===== src/rtl/alu_seq_if.sv =====
// Instruction/result bus of the sequential ALU.
// master = instruction source and result consumer, slave = the ALU itself.
interface alu_seq_if #(
   parameter int WIDTH = 8
);
   logic [WIDTH-1:0] in;
   logic [3:0]       inst;
   logic             inst_valid;
   logic             busy;
   logic [WIDTH-1:0] RET;
   logic             ret_valid;
   logic             carry;
   logic             zero;

   modport master (
      output in,
      output inst,
      output inst_valid,
      input  busy,
      input  RET,
      input  ret_valid,
      input  carry,
      input  zero
   );

   modport slave (
      input  in,
      input  inst,
      input  inst_valid,
      output busy,
      output RET,
      output ret_valid,
      output carry,
      output zero
   );
endinterface


===== src/rtl/alu_seq.sv =====
// Sequential accumulator-style ALU with two operand registers (A, B),
// single-cycle logic/arithmetic ops and an optional shift-add multiplier
// that takes WIDTH cycles and holds off new instructions while running.
module alu_seq #(
   parameter int WIDTH  = 8,
   parameter bit MUL_EN = 1'b1
) (
   input logic      clock,
   input logic      reset,
   alu_seq_if.slave bus
);

   localparam int CNT_W = (WIDTH > 2) ? $clog2(WIDTH) : 1;
   localparam logic [CNT_W-1:0] CNT_LAST = CNT_W'(WIDTH - 1);

   localparam logic [3:0] OP_NOP  = 4'h0;
   localparam logic [3:0] OP_LDA  = 4'h1;
   localparam logic [3:0] OP_LDB  = 4'h2;
   localparam logic [3:0] OP_ADD  = 4'h3;
   localparam logic [3:0] OP_SUB  = 4'h4;
   localparam logic [3:0] OP_AND  = 4'h5;
   localparam logic [3:0] OP_OR   = 4'h6;
   localparam logic [3:0] OP_XOR  = 4'h7;
   localparam logic [3:0] OP_SHL  = 4'h8;
   localparam logic [3:0] OP_SHR  = 4'h9;
   localparam logic [3:0] OP_MUL  = 4'hA;
   localparam logic [3:0] OP_MOVA = 4'hB;

   typedef enum logic {
      S_IDLE    = 1'b0,
      S_MUL_RUN = 1'b1
   } state_t;

   typedef struct packed {
      logic             en;
      logic             cy;
      logic [WIDTH-1:0] res;
   } alu_out_t;

   // Single-cycle operation result; en=0 for opcodes that produce no result
   // in one cycle (NOP, loads, MUL, reserved codes).
   function automatic alu_out_t alu_eval(input logic [3:0]       op,
                                         input logic [WIDTH-1:0] a,
                                         input logic [WIDTH-1:0] b);
      alu_out_t       o;
      logic [WIDTH:0] sum;
      logic [WIDTH:0] diff;
      o    = '0;
      sum  = {1'b0, a} + {1'b0, b};
      // The extra top bit of an unsigned subtraction is the borrow (a < b).
      diff = {1'b0, a} - {1'b0, b};
      o.en = 1'b1;
      case (op)
         OP_ADD:  begin o.res = sum[WIDTH-1:0];  o.cy = sum[WIDTH];  end
         OP_SUB:  begin o.res = diff[WIDTH-1:0]; o.cy = diff[WIDTH]; end
         OP_AND:  o.res = a & b;
         OP_OR:   o.res = a | b;
         OP_XOR:  o.res = a ^ b;
         OP_SHL:  begin o.res = {a[WIDTH-2:0], 1'b0}; o.cy = a[WIDTH-1]; end
         OP_SHR:  begin o.res = {1'b0, a[WIDTH-1:1]}; o.cy = a[0];       end
         OP_MOVA: o.res = a;
         default: o.en = 1'b0;
      endcase
      return o;
   endfunction

   state_t state;
   state_t state_nxt;

   logic [WIDTH-1:0]   a_reg;
   logic [WIDTH-1:0]   b_reg;
   logic [WIDTH-1:0]   ret_reg;
   logic               carry_reg;
   logic               zero_reg;
   logic               ret_valid_reg;

   // Multiplier working set: shifting multiplicand, consumed multiplier
   // bits, partial-product accumulator and step counter.
   logic [2*WIDTH-1:0] mcand;
   logic [WIDTH-1:0]   mplier;
   logic [2*WIDTH-1:0] acc;
   logic [CNT_W-1:0]   cnt;

   logic               accept;
   logic               mul_start;
   logic               mul_last;
   logic [2*WIDTH-1:0] prod_nxt;
   alu_out_t           alu_o;

   assign bus.busy      = (state == S_MUL_RUN);
   assign bus.RET       = ret_reg;
   assign bus.ret_valid = ret_valid_reg;
   assign bus.carry     = carry_reg;
   assign bus.zero      = zero_reg;

   // Partial product including the current multiplier bit; on the last
   // step this is the complete product.
   always_comb begin
      prod_nxt = acc + (mplier[0] ? mcand : '0);
      alu_o    = alu_eval(bus.inst, a_reg, b_reg);
   end

   // FSM state register.
   always_ff @(posedge clock) begin
      if (reset) state <= S_IDLE;
      else       state <= state_nxt;
   end

   // FSM next state plus accept/start/finish strobes for the datapath.
   always_comb begin
      state_nxt = state;
      accept    = 1'b0;
      mul_start = 1'b0;
      mul_last  = 1'b0;
      case (state)
         S_IDLE: begin
            accept = bus.inst_valid;
            if (accept && MUL_EN && (bus.inst == OP_MUL)) begin
               mul_start = 1'b1;
               state_nxt = S_MUL_RUN;
            end
         end
         S_MUL_RUN: begin
            mul_last = (cnt == CNT_LAST);
            if (mul_last) state_nxt = S_IDLE;
         end
         default: state_nxt = S_IDLE;
      endcase
   end

   // Operand registers, result/flags and the shift-add multiplier steps.
   always_ff @(posedge clock) begin
      if (reset) begin
         a_reg         <= '0;
         b_reg         <= '0;
         ret_reg       <= '0;
         carry_reg     <= 1'b0;
         zero_reg      <= 1'b0;
         ret_valid_reg <= 1'b0;
         mcand         <= '0;
         mplier        <= '0;
         acc           <= '0;
         cnt           <= '0;
      end else begin
         ret_valid_reg <= 1'b0;
         if (state == S_MUL_RUN) begin
            acc    <= prod_nxt;
            mcand  <= mcand << 1;
            mplier <= mplier >> 1;
            cnt    <= cnt + 1'b1;
            if (mul_last) begin
               ret_reg       <= prod_nxt[WIDTH-1:0];
               carry_reg     <= |prod_nxt[2*WIDTH-1:WIDTH];
               zero_reg      <= (prod_nxt[WIDTH-1:0] == '0);
               ret_valid_reg <= 1'b1;
            end
         end else if (accept) begin
            if (bus.inst == OP_LDA) a_reg <= bus.in;
            if (bus.inst == OP_LDB) b_reg <= bus.in;
            if (mul_start) begin
               // Snapshot operands so A/B stay architecturally untouched.
               mcand  <= {{WIDTH{1'b0}}, a_reg};
               mplier <= b_reg;
               acc    <= '0;
               cnt    <= '0;
            end
            if (alu_o.en) begin
               ret_reg       <= alu_o.res;
               carry_reg     <= alu_o.cy;
               zero_reg      <= (alu_o.res == '0);
               ret_valid_reg <= 1'b1;
            end
         end
      end
   end

endmodule

===== src/flat_wrapper.sv =====
// flat-port wrapper written by rule: the top's interface ports become plain ports
module alu_seq_flat 
#(
   parameter int WIDTH  = 8,
   parameter bit MUL_EN = 1'b1
)
  (clock, reset, bus_in, bus_inst, bus_inst_valid, bus_busy, bus_RET, bus_ret_valid, bus_carry, bus_zero);
  alu_seq_if #(.WIDTH(WIDTH)) bus_i ();
  input logic clock;
  input logic reset;
  input wire logic [$bits(bus_i.in)-1:0] bus_in;
  input wire logic [$bits(bus_i.inst)-1:0] bus_inst;
  input wire logic [$bits(bus_i.inst_valid)-1:0] bus_inst_valid;
  output wire logic [$bits(bus_i.busy)-1:0] bus_busy;
  output wire logic [$bits(bus_i.RET)-1:0] bus_RET;
  output wire logic [$bits(bus_i.ret_valid)-1:0] bus_ret_valid;
  output wire logic [$bits(bus_i.carry)-1:0] bus_carry;
  output wire logic [$bits(bus_i.zero)-1:0] bus_zero;
  assign bus_i.in = bus_in;
  assign bus_i.inst = bus_inst;
  assign bus_i.inst_valid = bus_inst_valid;
  assign bus_busy = bus_i.busy;
  assign bus_RET = bus_i.RET;
  assign bus_ret_valid = bus_i.ret_valid;
  assign bus_carry = bus_i.carry;
  assign bus_zero = bus_i.zero;
  alu_seq #(.WIDTH(WIDTH), .MUL_EN(MUL_EN)) u_core (.clock(clock), .reset(reset), .bus(bus_i));
endmodule

===== config.mk =====
export PLATFORM = sky130hd
export DESIGN_NAME = alu_seq_flat
export DESIGN_NICKNAME = d
export VERILOG_FILES = /design/src/rtl/alu_seq_if.sv /design/src/rtl/alu_seq.sv /design/src/flat_wrapper.sv
export SDC_FILE = /design/constraint.sdc
export NUM_CORES = 1
export LEC_CHECK = 0
export BUFFER_PORTS_ARGS = -buffer_cell sky130_fd_sc_hd__buf_2
export CORE_ASPECT_RATIO = 0.7
export CORE_MARGIN = 2
export CORE_UTILIZATION = 35
export DETAILED_ROUTE_END_ITERATION = 8
export GPL_TIMING_DRIVEN = 0
export PLACE_DENSITY = 0.6
export SLEW_MARGIN = 10
export SYNTH_ARGS = -nofsm -noshare
export SYNTH_HDL_FRONTEND = slang
export SYNTH_SLANG_ARGS = --single-unit

===== constraint.sdc =====
create_clock -name clock -period 3 [get_ports clock]
set_input_delay 0.9 -clock clock [delete_from_list [all_inputs] [get_ports clock]]
set_output_delay 0.9 -clock clock [all_outputs]
set_load 0.05 [all_outputs]

=== Word-level counts from Yosys, hierarchy flattened ===
Cells that the tools add are included.

* Flip-flop bits (word level): 71
* Input port bits: 15
* Logic and storage cells: 86

* $add $sub $neg: 4
* Equal/unequal tests: 13
* Multiplexer cells: 38
* Bitwise operators: 4
* Reductions and logical operators: 14

{| class="wikitable"
|+ Operator list
! kind !! number
|-
| $mux 16 || 7
|-
| $pmux 8 s8 || 1
|-
| $mux 8 || 4
|-
| $mux 7 || 3
|-
| $mux 1 || 18
|-
| $add 16x16->16 || 1
|-
| $eq 4x3->1 const B || 4
|-
| $eq 4x4->1 const B || 4
|-
| $logic_not 8->1 || 2
|-
| $reduce_or 8->1 || 2
|-
| $add 8x8->9 || 1
|-
| $mux 3 || 3
|-
| $reduce_and 3->1 || 3
|-
| $sub 8x8->9 || 1
|-
| $and 8x8->8 || 1
|-
| $eq 4x2->1 const B || 2
|-
| $or 8x8->8 || 1
|-
| $xor 8x8->8 || 1
|-
| $reduce_bool 2->1 || 3
|-
| $eq 4x1->1 const B || 1
|-
| $pmux 1 s4 || 1
|-
| $reduce_and 2->1 || 2
|-
| $add 3x1->3 const B || 1
|-
| $eq 3x3->1 const B || 1
|-
| other kinds (5) || 5
|}

=== Depth between registers and ports, before layout ===
Gate-level depths: netlist of the first run.

* Depth after elaboration: 7
* Gate-level depth with buffers: 11

=== Worst setup path after synthesis of the first run ===
OpenSTA, ideal clock, no wires.

* Path kind: register -> register
* Start: register u_core.mplier[0]
* End: register u_core.carry_reg, in the netlist u_core.bus.carry
* Library setup time: 112 ps
* Arrival: 2641 ps
* Required time: 2888 ps
* Path slack: 247 ps
* Cell stages (with the launch flop): 12
* Buffers on the path: 0
* Clock period less this slack: 2753 ps
* Cells stage by stage: dfxtp_1 > and2_1 > ha_1 > fa_1 > a21o_1 > a221oi_2 > a21oi_2 > a211o_1 > a21oi_2 > xnor2_1 > nor4_1 > a2111oi_1

* Word-level cells in the longest chain between the ends: 5

{| class="wikitable"
|+ Ends and longest elaborated chain
! item !! RTL line !! source
|-
| start: declaration || alu_seq.sv:80 || <nowiki>logic [WIDTH-1:0] mplier;</nowiki>
|-
| start signal: assignment || alu_seq.sv:149 || <nowiki>mplier <= mplier >> 1;</nowiki>
|-
| start signal: assignment || alu_seq.sv:163 || <nowiki>mplier <= b_reg;</nowiki>
|-
| $mux 16 || alu_seq.sv:99 || <nowiki>prod_nxt = acc + (mplier[0] ? mcand : '0);</nowiki>
|-
| $add 16x16->16 || alu_seq.sv:99 ||
|-
| $reduce_or 8->1 || alu_seq.sv:153 || <nowiki>carry_reg <= |prod_nxt[2*WIDTH-1:WIDTH];</nowiki>
|-
| $mux 1 || alu_seq.sv:151 || <nowiki>if (mul_last) begin</nowiki>
|-
| $mux 1 || alu_seq.sv:146 || <nowiki>if (state == S_MUL_RUN) begin</nowiki>
|-
| end signal: assignment || alu_seq.sv:153 ||
|-
| end signal: assignment || alu_seq.sv:169 || <nowiki>carry_reg <= alu_o.cy;</nowiki>
|-
| end: declaration || alu_seq.sv:73 || <nowiki>logic carry_reg;</nowiki>
|}

No other way between the ends. The select of a mux whose other input is x is not followed.
A chain may end at the register's enable or synchronous reset.

=== Worst setup path in the final report of the first run ===
Same ends and word-level chain as after synthesis.

==> flow_results.xml, run 1 <==
<?xml version="1.0" encoding="UTF-8"?>
<metrics>
  <group name="drt">
    <metric name="routed_length_on_met1" unit="microns">7852</metric>
    <metric name="drc" unit="">0</metric>
    <metric name="dr.max_layer_used" unit="">met4</metric>
    <metric name="drtPass1Iterations" unit="">6</metric>
    <metric name="drtAntennaViolNets" unit="">0</metric>
    <metric name="detailedRoute.firstIterationViolations" unit="">491</metric>
    <metric name="dr_wl_met3" unit="microns">1488</metric>
    <metric name="detail_route.wirelength" unit="microns">15540</metric>
    <metric name="post_drt_wl_per_cell" unit="microns">18.68</metric>
    <metric name="routed_via_density" unit="">5.780</metric>
    <metric name="met2_length" unit="microns">6046</metric>
    <metric name="routed-via-count" unit="">4809</metric>
  </group>
  <group name="critical_path">
    <metric name="critical_path_buf_inv_count" unit="">0</metric>
    <metric name="endpoint_arrival_time_on_the_critical_path" unit="ns">3.17</metric>
    <metric name="cpMaxStageDelayCell" unit="">sky130_fd_sc_hd__dfxtp_4</metric>
    <metric name="setup.worst_path.end_class" unit="">flop</metric>
    <metric name="cp-start-kind" unit="">flop</metric>
    <metric name="path_max_fanout" unit="">8</metric>
    <metric name="critPathRequiredTime" unit="ns">3.23</metric>
    <metric name="crit_family" unit="">compound AO/OA/AOI/OAI gates</metric>
    <metric name="timing.setup.critical_path_class" unit="">flop to flop</metric>
    <metric name="path_cells" unit="">and2_4 -&gt; ha_2 -&gt; fa_2 -&gt; a21o_1 -&gt; a221oi_4 -&gt; a21oi_4 -&gt; a211o_1 -&gt; a21oi_2 -&gt; xnor2_2 -&gt; nor4_2 -&gt; a2111oi_1</metric>
    <metric name="critical_path.max_stage_delay" unit="ns">0.37</metric>
  </group>
  <group name="yosys">
    <metric name="synthFlopType" unit="">sky130_fd_sc_hd__dfxtp_1</metric>
    <metric name="synth-edff-count" unit="">0</metric>
    <metric name="synthesis.instances" unit="">599</metric>
    <metric name="synth-seq-cells" unit="">71</metric>
    <metric name="synth_sequential_area_ratio" unit="%">29.25</metric>
    <metric name="synth.yosys.warnings" unit="">0</metric>
    <metric name="synthesized_area_per_cell" unit="sq um">8.113</metric>
    <metric name="postSynthNetCount" unit="">659</metric>
    <metric name="post_synth_instance_area" unit="sq um">4860</metric>
    <metric name="synth.lib_cells_used.distinct" unit="">61</metric>
    <metric name="async_flop_share" unit="%">0</metric>
  </group>
  <group name="layout">
    <metric name="final_cell_mix" unit="">sky130_fd_sc_hd__nor2_1 (76), sky130_fd_sc_hd__dfxtp_1 (68), sky130_fd_sc_hd__a21oi_1 (55), sky130_fd_sc_hd__ha_1 (36), sky130_fd_sc_hd__nand2_1 (32)</metric>
    <metric name="layout-area-overhead-vs-synth" unit="%">18.33</metric>
    <metric name="final-instance-count-excl-fill" unit="">832</metric>
    <metric name="antenna_cells" unit="">0</metric>
    <metric name="design_area" unit="sq um">5751</metric>
    <metric name="final_common_cell" unit="">sky130_fd_sc_hd__nor2_1</metric>
    <metric name="layout-drive-gt1-share" unit="%">15.30</metric>
    <metric name="biggestRegsByFlops" unit="">u_core.acc: 16 flops, u_core.mcand: 16 flops</metric>
    <metric name="nFillCells" unit="">1314</metric>
    <metric name="finalNetCount" unit="">702</metric>
  </group>
  <group name="sta">
    <metric name="post-route-min-period" unit="ns">2.947</metric>
    <metric name="timing.fmax" unit="MHz">339.3</metric>
    <metric name="final-max-slew-violation-count" unit="">0</metric>
    <metric name="whs" unit="ns">0.4497</metric>
    <metric name="clock_skew" unit="ns">0.007669</metric>
    <metric name="timing.slew.headroom" unit="%">32.41</metric>
    <metric name="fin_ws" unit="ns">0.05276</metric>
    <metric name="max_slew.worst_pin.slew" unit="ns">1.006</metric>
    <metric name="setup_viol_count_final" unit="">0</metric>
    <metric name="final-hold-violation-count" unit="">0</metric>
    <metric name="final_min_period_over_clock_period" unit="%">98.24</metric>
  </group>
  <group name="placed_design">
    <metric name="dpl-instance-area" unit="sq um">5206</metric>
    <metric name="finalWeightedCongestion" unit="">0.9597</metric>
    <metric name="dp_slack" unit="ns">-0.3440</metric>
    <metric name="buffer_ports.inserted" unit="">23</metric>
    <metric name="numPlacedInstances" unit="">807</metric>
    <metric name="dpl.hpwl" unit="microns">11730</metric>
  </group>
  <group name="power">
    <metric name="vdd.ir_drop.worst" unit="mV">0.2788</metric>
    <metric name="power.density" unit="nW/um^2">396.6</metric>
    <metric name="power.static_leakage" unit="nW">2.379</metric>
  </group>
  <group name="outcome">
    <metric name="status" unit="">finished clean</metric>
  </group>
  <group name="floorplan">
    <metric name="design.portCount" unit="">27</metric>
    <metric name="die_area" unit="sq um">14860</metric>
    <metric name="core.rowCount" unit="">35</metric>
    <metric name="die_x" unit="microns">144.8</metric>
    <metric name="chipHeight" unit="microns">102.6</metric>
    <metric name="standard_cell_core_area" unit="sq um">13360</metric>
    <metric name="initial_core_util" unit="%">36.38</metric>
  </group>
  <group name="worst_hold_path">
    <metric name="holdCritPathClass" unit="">flop to flop</metric>
  </group>
  <group name="global_routing">
    <metric name="grt_overflow" unit="">0</metric>
    <metric name="grt_max_degree" unit="">15</metric>
    <metric name="grt_pass1_vias" unit="">4453</metric>
    <metric name="grt_first_pass_wirelength" unit="microns">24460</metric>
    <metric name="grt_antenna_before_repair" unit="">0</metric>
    <metric name="global_route.usage.total" unit="%">21.52</metric>
  </group>
  <group name="clock_network">
    <metric name="tritoncts_num_sinks" unit="">71</metric>
    <metric name="cts_inserted_buffers" unit="">9</metric>
    <metric name="clkTransAtPathRegs" unit="ns">0.06</metric>
    <metric name="cts-root-buf" unit="">sky130_fd_sc_hd__clkbuf_16</metric>
    <metric name="clkLatencyLatePin" unit="ns">0.34</metric>
    <metric name="clockBufferDepth" unit="">2</metric>
    <metric name="tritoncts" unit="">built</metric>
    <metric name="cts_htree_levels" unit="">3</metric>
  </group>
  <group name="job">
    <metric name="drv.max_cap_violation_count" unit="">0</metric>
  </group>
</metrics>
## kinds of logic (layout without fill, tap and decap cells)
logic type / after synthesis / in the layout / share of synthesized area [%]
simple gates: 195 / 195 / 19.03
compound gates: 184 / 184 / 26.73
flops: 71 / 71 / 29.25
buf+inv: 65 / 113 / 5.201
fa+ha+maj: 45 / 45 / 12.05
mux: 25 / 25 / 5.226
xor+xnor: 14 / 14 / 2.523
## final timing paths
| path | from | end | slack, ns | cells after the start |
|---|---|---|---|---|
| worst min-delay path | u_core.bus.RET[0]$_SDFFE_PP0P_ | u_core.bus.RET[0]$_SDFFE_PP0P_ | 0.45 | 2 |
| worst max-delay path | u_core.mplier[0]$_SDFFE_PP0P_ | u_core.bus.carry$_SDFFE_PP0P_ | 0.05 | 11 |
| worst min register to register | u_core.bus.RET[0]$_SDFFE_PP0P_ | u_core.bus.RET[0]$_SDFFE_PP0P_ | 0.45 | 2 |
| worst max register to register | u_core.mplier[0]$_SDFFE_PP0P_ | u_core.bus.carry$_SDFFE_PP0P_ | 0.05 | 11 |
## what timing repair did
item                       in CTS  in global routing
hold buffers                    0                  0
setup buffers                   4                  5
setup endpoints to repair       3                  8
gates resized for setup         5                 33
pin swaps                       4                 16
cloned                          0                  0
## layer usage
metal,vias up,track usage [%]
li1,2276,-
met1,2302,32.96
met2,215,29.28
met3,16,6.828
met4,0,3.958
met5,-,0
## Yosys cell counts, drive strengths merged (15+ instances only)
master	number	area share, %
nor2	76	5.9
mux2i	22	4.5
inv	31	2.4
dfxtp	71	29
and3	19	2.4
clkbuf	23	1.8
and2	17	2.2
a222oi	15	3.1
ha	42	11
nand2	32	2.5
nor3	17	1.9
o21ai	19	2.0
a21oi	63	6.9
## final cells by class
| cell class | count | area (sq um) | share of cell area (%) |
|---|---|---|---|
| clock buffers | 9 | 225.2 | 3.916 |
| plain buffers | 34 | 140.1 | 2.437 |
| well taps | 185 | 231.5 | 4.025 |
| repair buffers | 32 | 182.7 | 3.177 |
| clock inverters | 7 | 80.08 | 1.393 |
| multi-input cells | 463 | 3347 | 58.20 |
| flip-flops and latches | 71 | 1428 | 24.83 |
| inverters | 31 | 116.4 | 2.024 |
## worst register-to-register path, stage by stage, from the launching register on
cell and delay, ns:
sky130_fd_sc_hd__dfxtp_4 0.37, sky130_fd_sc_hd__and2_4 0.16, sky130_fd_sc_hd__ha_2 0.20, sky130_fd_sc_hd__fa_2 0.35, sky130_fd_sc_hd__a21o_1 0.24, sky130_fd_sc_hd__a221oi_4 0.32, sky130_fd_sc_hd__a21oi_4 0.11, sky130_fd_sc_hd__a211o_1 0.33
sky130_fd_sc_hd__a21oi_2 0.17, sky130_fd_sc_hd__xnor2_2 0.16, sky130_fd_sc_hd__nor4_2 0.06, sky130_fd_sc_hd__a2111oi_1 0.37
## power breakdown
| part | total (mW) | internal (mW) | switching, mW |
|---|---|---|---|
| combinational | 0.223 | 0.0652 | 0.158 |
| sequential | 0.965 | 0.953 | 0.0119 |
| clock | 1.09 | 0.652 | 0.441 |
| total | 2.28 | 1.67 | 0.611 |
## through the flow
| step | TNS, ns | total power [mW] | utilization [%] |
|---|---|---|---|
| after floorplan | 0 | 1.129 | - |
| after global placement | -1.098 | 1.195 | 38.98 |
| after detailed placement | -2.785 | 1.199 | 38.98 |
| after CTS | 0 | 2.289 | 41.60 |
| after global routing | -0.04187 | 2.352 | 43.05 |
| final | 0 | 2.281 | 43.05 |
No activity file was read; power rests on OpenSTA's default activity.
==> inputs of run 2 (changes only) <==
--- a/config.mk
+++ b/config.mk
@@ -5,7 +5,7 @@
 export SDC_FILE = /design/constraint.sdc
 export NUM_CORES = 1
 export LEC_CHECK = 0
-export BUFFER_PORTS_ARGS = -buffer_cell sky130_fd_sc_hd__buf_2
+export BUFFER_PORTS_ARGS = -buffer_cell sky130_fd_sc_hd__buf_4
 export CORE_ASPECT_RATIO = 0.7
 export CORE_MARGIN = 2
 export CORE_UTILIZATION = 35
==> flow_results.xml, run 2 (synthesis gave the netlist of run 1 again) <==
<?xml version="1.0" encoding="UTF-8"?>
<metrics>
  <group name="sta">
    <metric name="setup_viol_count_final" unit="">0</metric>
    <metric name="post-route-min-period" unit="ns">2.878</metric>
    <metric name="final_min_period_over_clock_period" unit="%">95.94</metric>
    <metric name="final-max-slew-violation-count" unit="">0</metric>
    <metric name="timing.slew.headroom" unit="%">29.26</metric>
    <metric name="sum_neg_setup_slack" unit="ns">0</metric>
    <metric name="final-hold-violation-count" unit="">0</metric>
    <metric name="timing.fmax" unit="MHz">347.4</metric>
    <metric name="fin_ws" unit="ns">0.1219</metric>
    <metric name="max_slew.worst_pin.slew" unit="ns">1.053</metric>
    <metric name="clock_skew" unit="ns">0.005981</metric>
  </group>
  <group name="clock_network">
    <metric name="cts-root-buf" unit="">sky130_fd_sc_hd__clkbuf_16</metric>
    <metric name="clkTransAtPathRegs" unit="ns">0.06</metric>
    <metric name="tritoncts_num_sinks" unit="">71</metric>
    <metric name="cts_inserted_buffers" unit="">9</metric>
    <metric name="post_cts_hold_buffer_count" unit="">0</metric>
    <metric name="cts_htree_levels" unit="">3</metric>
    <metric name="tritoncts" unit="">built</metric>
    <metric name="clockBufferDepth" unit="">2</metric>
    <metric name="clkLatencyLatePin" unit="ns">0.34</metric>
  </group>
  <group name="layout">
    <metric name="layout-drive-gt1-share" unit="%">15.43</metric>
    <metric name="final_cell_mix" unit="">sky130_fd_sc_hd__nor2_1 (76), sky130_fd_sc_hd__dfxtp_1 (68), sky130_fd_sc_hd__a21oi_1 (56), sky130_fd_sc_hd__ha_1 (37), sky130_fd_sc_hd__buf_4 (33)</metric>
    <metric name="final_common_cell" unit="">sky130_fd_sc_hd__nor2_1</metric>
    <metric name="nFillCells" unit="">1301</metric>
    <metric name="final-instance-count-excl-fill" unit="">833</metric>
    <metric name="layout-area-overhead-vs-synth" unit="%">20.01</metric>
    <metric name="design_area" unit="sq um">5832</metric>
    <metric name="antenna_cells" unit="">0</metric>
    <metric name="postLayoutCoreUtil" unit="%">43.66</metric>
    <metric name="regArea" unit="sq um">1428</metric>
    <metric name="multiInputGateArea" unit="sq um">3339</metric>
    <metric name="biggestRegsByFlops" unit="">u_core.acc: 16 flops, u_core.mcand: 16 flops</metric>
    <metric name="finalNetCount" unit="">703</metric>
  </group>
  <group name="floorplan">
    <metric name="die_area" unit="sq um">14860</metric>
    <metric name="core.rowCount" unit="">35</metric>
    <metric name="initial_core_util" unit="%">36.38</metric>
    <metric name="die_x" unit="microns">144.8</metric>
    <metric name="design.portCount" unit="">27</metric>
    <metric name="chipHeight" unit="microns">102.6</metric>
    <metric name="standard_cell_core_area" unit="sq um">13360</metric>
  </group>
  <group name="placed_design">
    <metric name="dpl.hpwl" unit="microns">11840</metric>
    <metric name="buffer_ports.inserted" unit="">23</metric>
    <metric name="dp_slack" unit="ns">-0.3322</metric>
    <metric name="finalWeightedCongestion" unit="">0.9403</metric>
    <metric name="numPlacedInstances" unit="">807</metric>
    <metric name="dpl-instance-area" unit="sq um">5264</metric>
  </group>
  <group name="drt">
    <metric name="drtAntennaViolNets" unit="">0</metric>
    <metric name="dr.max_layer_used" unit="">met4</metric>
    <metric name="dr_wl_met3" unit="microns">1443</metric>
    <metric name="met2_length" unit="microns">6333</metric>
    <metric name="drtPass1Iterations" unit="">6</metric>
    <metric name="post_drt_wl_per_cell" unit="microns">18.77</metric>
    <metric name="drc" unit="">0</metric>
    <metric name="routed_via_density" unit="">5.820</metric>
    <metric name="detail_route.wirelength" unit="microns">15640</metric>
    <metric name="routed_length_on_met1" unit="microns">7709</metric>
    <metric name="routed-via-count" unit="">4848</metric>
    <metric name="detailedRoute.firstIterationViolations" unit="">619</metric>
  </group>
  <group name="global_routing">
    <metric name="grt_antenna_before_repair" unit="">0</metric>
    <metric name="grt_max_degree" unit="">14</metric>
    <metric name="grt_pass1_vias" unit="">4425</metric>
    <metric name="grt_first_pass_wirelength" unit="microns">23990</metric>
    <metric name="global_route.usage.total" unit="%">21.12</metric>
    <metric name="grt_overflow" unit="">0</metric>
  </group>
  <group name="critical_path">
    <metric name="path_max_fanout" unit="">8</metric>
    <metric name="path_cells" unit="">and2_4 -&gt; ha_4 -&gt; fa_2 -&gt; a21o_1 -&gt; a221oi_4 -&gt; a21oi_2 -&gt; buf_4 -&gt; xor2_2 -&gt; a211oi_2 -&gt; o211ai_1 -&gt; nor4_2 -&gt; a2111oi_2</metric>
    <metric name="timing.setup.critical_path_class" unit="">flop to flop</metric>
    <metric name="endpoint_arrival_time_on_the_critical_path" unit="ns">3.07</metric>
    <metric name="critPathRequiredTime" unit="ns">3.20</metric>
    <metric name="setup.worst_path.end_class" unit="">flop</metric>
    <metric name="cpMaxStageDelayCell" unit="">sky130_fd_sc_hd__dfxtp_4</metric>
    <metric name="critical_path.max_stage_delay" unit="ns">0.37</metric>
    <metric name="cp-start-kind" unit="">flop</metric>
  </group>
  <group name="power">
    <metric name="clkPwrFrac" unit="%">49.8</metric>
    <metric name="power.static_leakage" unit="nW">2.423</metric>
    <metric name="power.share.switching" unit="%">25.25</metric>
    <metric name="cell_internal_pwr" unit="mW">1.781</metric>
    <metric name="power.density" unit="nW/um^2">408.5</metric>
    <metric name="p_switching" unit="mW">0.6014</metric>
    <metric name="power_frac_comb" unit="%">9.7</metric>
    <metric name="seq_power_share" unit="%">40.5</metric>
    <metric name="vdd.ir_drop.worst" unit="mV">0.3462</metric>
  </group>
  <group name="job">
    <metric name="drv.max_cap_violation_count" unit="">0</metric>
  </group>
  <group name="worst_hold_path">
    <metric name="holdCritPathClass" unit="">flop to flop</metric>
  </group>
  <group name="outcome">
    <metric name="status" unit="">finished clean</metric>
  </group>
</metrics>
-- run 2: layer usage --
layer  vias up  global-route usage, %
met1      2305                  32.30
met4         0                  4.481
met2       235                  30.08
li1       2288                      -
met5         -                      0
met3        20                  4.738
-- run 2: worst paths after layout --
path | startpoint | to | slack, ns | cells past startpoint
max | u_core.mplier[0]$_SDFFE_PP0P_ | u_core.bus.carry$_SDFFE_PP0P_ | 0.12 | 12
min | u_core.bus.RET[0]$_SDFFE_PP0P_ | u_core.bus.RET[0]$_SDFFE_PP0P_ | 0.45 | 2
max reg2reg | u_core.mplier[0]$_SDFFE_PP0P_ | u_core.bus.carry$_SDFFE_PP0P_ | 0.12 | 12
min reg2reg | u_core.bus.RET[0]$_SDFFE_PP0P_ | u_core.bus.RET[0]$_SDFFE_PP0P_ | 0.45 | 2
-- run 2: worst max-delay path, delay by kind of cell, from the launching register on --
| family | cells | cell delay (ns) |
|---|---|---|
| XOR/XNOR | 1 | 0.16 |
| buffers and inverters | 1 | 0.16 |
| AO/OA/AOI/OAI | 6 | 1.06 |
| AND/OR/NAND/NOR | 2 | 0.48 |
| adder cells (fa/ha/maj) | 2 | 0.51 |
| flip-flops | 1 | 0.37 |
-- run 2: what timing repair did --
action                     4_1_cts  5_1_grt
buffers inserted                 6        4
pin swaps                        7       14
setup endpoints to repair        2        5
resized for setup               14       21
-- run 2: area by class of cell --
cell class / instances / area share [%]
multi-input cells: 463 / 57.26
well taps: 185 / 3.969
clock buffers: 10 / 4.098
inverters: 31 / 1.995
plain buffers: 34 / 2.403
flip-flops and latches: 71 / 24.48
clock inverters: 6 / 1.545
repair buffers: 33 / 4.248
-- run 2: stage by stage --
step / hold slack [ns] / power (mW)
2_1_floorplan: 0.4516 / 1.129
3_3_place_gp: 0.4436 / 1.204
3_5_place_dp: 0.4477 / 1.207
4_1_cts: 0.4563 / 2.382
5_1_grt: 0.4778 / 2.436
6_report: 0.4508 / 2.382
-- run 2: power groups by stage --
stage	logic (mW)	registers (mW)	clock network (mW)
after floorplan	0.123	1.01	0
after global placement	0.218	0.986	0
after detailed placement	0.221	0.986	0
after CTS	0.223	0.965	1.19
after global routing	0.246	0.966	1.22
final	0.231	0.965	1.19
